### config.mk
export PLATFORM = sky130hd
export DESIGN_NAME = instr_fetch_queue
export DESIGN_NICKNAME = d
export VERILOG_FILES = /design/src/rtl/instr_fetch_queue.sv
export SDC_FILE = /design/constraint.sdc
export NUM_CORES = 1
export LEC_CHECK = 0
export ABC_AREA = 1
export CAP_MARGIN = 30
export CORE_ASPECT_RATIO = 2
export CORE_MARGIN = 2
export CORE_UTILIZATION = 46
export CTS_CLUSTER_SIZE = 30
export DETAILED_ROUTE_END_ITERATION = 6
export PLACE_DENSITY_LB_ADDON = 0.08
export SYNTH_ARGS = -nofsm -noshare
export SYNTH_HDL_FRONTEND = slang
export SYNTH_SLANG_ARGS = --single-unit
### constraint.sdc
create_clock -name clk -period 1.5 [get_ports clk]
set_input_delay 0.225 -clock clk [delete_from_list [all_inputs] [get_ports clk]]
set_output_delay 0.225 -clock clk [all_outputs]
set_load 0.05 [all_outputs]
### src/rtl/instr_fetch_queue.sv
// Instruction fetch stage: drives the program ROM, buffers {pc, word} pairs in a
// small prefetch FIFO and hands them to decode. Optional feature: IFQ_MISALIGN_CHECK_EN.
module instr_fetch_queue #(
    parameter logic [31:0] RESET_PC = 32'h0000_0000,
    parameter int          DEPTH    = 2
) (
    input  logic        clk,
    input  logic        rst_n,
    output logic [31:0] rom_addr,
    input  logic [31:0] rom_data,
    input  logic        redirect_valid,
    input  logic [31:0] redirect_pc,
`ifdef IFQ_MISALIGN_CHECK_EN
    output logic        fetch_misaligned,
`endif
    output logic        instr_valid,
    output logic [31:0] instr,
    output logic [31:0] instr_pc,
    input  logic        instr_ready
);

    localparam int PW = (DEPTH > 1) ? $clog2(DEPTH) : 1;
    localparam int CW = $clog2(DEPTH + 1);
    localparam logic [CW-1:0] FULL = CW'(DEPTH);

    logic [31:0]   fpc_q, fpc_d;
    logic [PW-1:0] rptr_q, rptr_d, wptr_q, wptr_d;
    logic [CW-1:0] count_q, count_d;
    logic [31:0]   pc_q   [DEPTH];
    logic [31:0]   word_q [DEPTH];
    logic          deq_s, enq_s, misal_s;

`ifdef IFQ_MISALIGN_CHECK_EN
    logic misal_q, misal_d;

    // Misalignment flag is only changed by a redirect; it blocks fetch until cleared.
    always_comb begin
        misal_d = misal_q;
        if (redirect_valid) begin
            misal_d = (redirect_pc[1:0] != 2'b00);
        end else begin
            misal_d = misal_q;
        end
    end

    // Misalignment flag register.
    always_ff @(posedge clk or negedge rst_n) begin
        if (!rst_n) begin
            misal_q <= 1'b0;
        end else begin
            misal_q <= misal_d;
        end
    end

    assign misal_s          = misal_q;
    assign fetch_misaligned = misal_q;
`else
    assign misal_s = 1'b0;
`endif

    // Handshake decode and pointer/count/PC next-state; redirect overrides everything.
    always_comb begin
        deq_s   = (count_q != {CW{1'b0}}) && instr_ready && !redirect_valid;
        enq_s   = !redirect_valid && !misal_s && ((count_q != FULL) || deq_s);
        fpc_d   = fpc_q;
        rptr_d  = rptr_q;
        wptr_d  = wptr_q;
        count_d = count_q;
        if (redirect_valid) begin
            fpc_d   = redirect_pc & ~32'h0000_0003;
            rptr_d  = {PW{1'b0}};
            wptr_d  = {PW{1'b0}};
            count_d = {CW{1'b0}};
        end else begin
            fpc_d   = enq_s ? (fpc_q + 32'd4) : fpc_q;
            rptr_d  = deq_s ? (rptr_q + PW'(1)) : rptr_q;
            wptr_d  = enq_s ? (wptr_q + PW'(1)) : wptr_q;
            count_d = count_q + CW'(enq_s) - CW'(deq_s);
        end
    end

    // Fetch PC, pointers and occupancy.
    always_ff @(posedge clk or negedge rst_n) begin
        if (!rst_n) begin
            fpc_q   <= RESET_PC;
            rptr_q  <= {PW{1'b0}};
            wptr_q  <= {PW{1'b0}};
            count_q <= {CW{1'b0}};
        end else begin
            fpc_q   <= fpc_d;
            rptr_q  <= rptr_d;
            wptr_q  <= wptr_d;
            count_q <= count_d;
        end
    end

    // FIFO storage; entries are only cleared by reset, a flush just rewinds pointers.
    always_ff @(posedge clk or negedge rst_n) begin
        if (!rst_n) begin
            for (int i = 0; i < DEPTH; i++) begin
                pc_q[i]   <= 32'h0000_0000;
                word_q[i] <= 32'h0000_0000;
            end
        end else if (enq_s) begin
            pc_q[wptr_q]   <= fpc_q;
            word_q[wptr_q] <= rom_data;
        end
    end

    assign rom_addr    = fpc_q;
    assign instr_valid = (count_q != {CW{1'b0}});
    assign instr       = word_q[rptr_q];
    assign instr_pc    = pc_q[rptr_q];

endmodule
==> flow_summary.json <==
{
  "status": "finished with violations",
  "violations": "negative setup slack",
  "initial_core_util_pct": 46.6,
  "multi_input_area_um2": 4760,
  "hp-class": "primary input to asynchronous set/reset pin",
  "crit_family": "flip-flops",
  "die-area_um2": 17900,
  "synth.area.top_cells": "dfrtp_1 51%, nand2_1 22%, o21ai_0 5.0%, inv_1 4.0%, o21ai_1 3.5%",
  "async_flop_share_pct": 100,
  "boundaryPins": 165,
  "routed_wl_um": 33300,
  "core_um2": 16600,
  "nets": 1383,
  "critPathSlowestCell": "dfrtp_2",
  "setup_ws_ps": -385,
  "final_max_slew_viol_count": 0,
  "total_power_mw": 36.2,
  "synth_ff_type": "dfrtp_1",
  "path_class": "register to primary output",
  "crit_arrival_ps": 1660,
  "clock_latency_ps": 440,
  "via_per_inst": 5.69,
  "synthesis.instances": 1026,
  "port_buffers": 158,
  "yosysSeqAreaShare_pct": 51.1,
  "min_period_ps": 1890,
  "end_kind": "primary output",
  "antenna_cells": 0,
  "crit_chain": "buf_4 -> nand2_1 -> nand2_2 -> buf_12",
  "fmax_ghz": 0.530,
  "crit_start": "rptr_q",
  "clk_pin_slew_worst_paths_ps": 70,
  "peakVddDrop_mv": 1.77,
  "synth.most_common_cell": "nand2_1",
  "grt_use_total_pct": 26.2,
  "critPathBufInv": 2,
  "setup_viol": 218,
  "synth-edff-count": 0,
  "power_density_nw_per_um2": 2480,
  "postRouteAntennaNets": 0,
  "start_kind": "register",
  "slowest_delay_ps": 530,
  "cts_root_buf": "clkbuf_16",
  "cp.required_ps": 1270,
  "die_w_um": 95.7,
  "cts_tree": "built",
  "cts.sinks": 158,
  "cap_violations": 0,
  "grt_first_pass_wirelength_um": 36600,
  "netlist_area_um2": 7730,
  "syn2layout_area_growth_pct": 88.5,
  "wire_per_inst_um": 21.8,
  "p_leak_nw": 6.89,
  "ys_types": 30,
  "numCtsBuffers": 17,
  "finalHoldViolCount": 0,
  "cp_max_fo": 12,
  "vias": 8723,
  "antenna_found_initial": 0,
  "drt_iter0_markers": 590,
  "grt_start_max_net_pins": 54,
  "regArea_um2": 3990,
  "tns_ps": -39000,
  "finClkSkew_ps": 6.07,
  "cts_max_path_buffers": 2,
  "synthTopCellsByCount": "452 x nand2_1, 158 x dfrtp_1, 82 x inv_1",
  "synth_area_leader_cell": "dfrtp_1",
  "post-place-ws_ps": -400,
  "synth_top_area_share_pct": 51.1,
  "core.rowCount": 67,
  "die_y_um": 187,
  "r2r-start": "count_q[0]",
  "htreeDepth": 4,
  "grt_overflow": 0,
  "grt_pass1_vias": 7353,
  "yosys_warnings": 0,
  "rsz0062_at_grt": "yes",
  "finalCritPeriodShare_pct": 126,
  "final_layout_size_suffix_gt1_share_pct": 50.0,
  "routabilityCongestion": 0.900,
  "drc": 0,
  "ys_ff_latch": 158,
  "syn_avg_cell_area_um2": 7.54,
  "nFillCells": 733,
  "first_pass_iters": 5,
  "dp_hpwl_um": 15300
}
[layout make-up]
type	instances	share of cell area, %
Timing Repair Buffer	308	31.2
Tap cell	207	1.78
Multi-Input combinational cell	739	32.6
Inverter	85	2.44
Sequential cell	158	27.4
Timing Repair inverter	3	0.197
Clock inverter	11	1.05
Clock buffer	21	3.30
[power by group]
group          switching [mW]  internal (mW)
Combinational            12.8           10.6
Sequential               1.91           6.17
Clock                    1.89           2.82
Total                    16.6           19.6
[cell usage in the layout (no fill, tap or decap), drive strengths merged]
cell type and instances:
nand2 460, o21bai 1, or2 9, nor3 5, a21boi 1, clkbuf 44, nor2 54, dlygate4sd3 1
nand3b 1, o21a 2, xnor2 1, bufinv 3, clkdlybuf4s50 64, a21oi 3, o21ai 137, dfrtp 158
nand3 48, inv 88, xor2 5, ha 3, clkinv 5, clkinvlp 3, conb 4, buf 220
o211ai 5
[through the flow]
step	utilization (%)	hold WS (ps)	area (µm²)	std cells
after floorplan	-	-70.6	8010	1029
after global placement	67.4	116	11200	1420
after detailed placement	67.4	121	11200	1420
after CTS	73.3	241	12200	1468
after global routing	87.8	273	14600	1532
final	87.8	235	14600	1532
[path summary, 6_finish.rpt]
check / cells past startpoint / to / slack (ps)
max reg2reg: 9 / pc_q[13] / -250
max in group asynchronous: 3 / rom_addr[23] / 630
min reg2reg: 2 / pc_q[35] / 500
min in group clk: 3 / rom_addr[6] / 370
min: 2 / word_q[28] / 240
max: 4 / instr_pc[9] / -390
[state kept, by name, summed over array words and instances (netlist names)]
signal    cells
wptr_q        1
rom_addr     30
pc_q         60
count_q       2
word_q       64
rptr_q        1
[kinds of logic (layout without fill, tap and decap cells)]
kind of cell | Yosys count | in the layout | synth area share, %
xor+xnor | 6 | 6 | 0.679
buf+inv | 137 | 428 | 8.09
other cells | 1 | 4 | 0.0485
flops | 158 | 158 | 51.1
fa+ha+maj | 3 | 3 | 0.485
compound gates | 149 | 149 | 10.3
simple gates | 572 | 577 | 29.3
[routing by layer]
metal / global-route usage (%) / up-vias / wire length [µm]
li1: - / 3785 / -
met1: 33.9 / 4241 / 11300
met2: 44.1 / 497 / 17000
met3: 5.00 / 200 / 2310
met4: 7.53 / 0 / 2740
met5: 0 / - / 0
[what timing repair did]
action / CTS / global route
gates cloned: 6 / 42
hold buffers: 1 / 0
pin swaps: 14 / 40
setup endpoints to repair: 217 / 216
buffers inserted: 9 / 23
gates resized for setup: 51 / 434
hold endpoints to repair: 56 / 0
No activity file was read; power rests on OpenSTA's default activity.
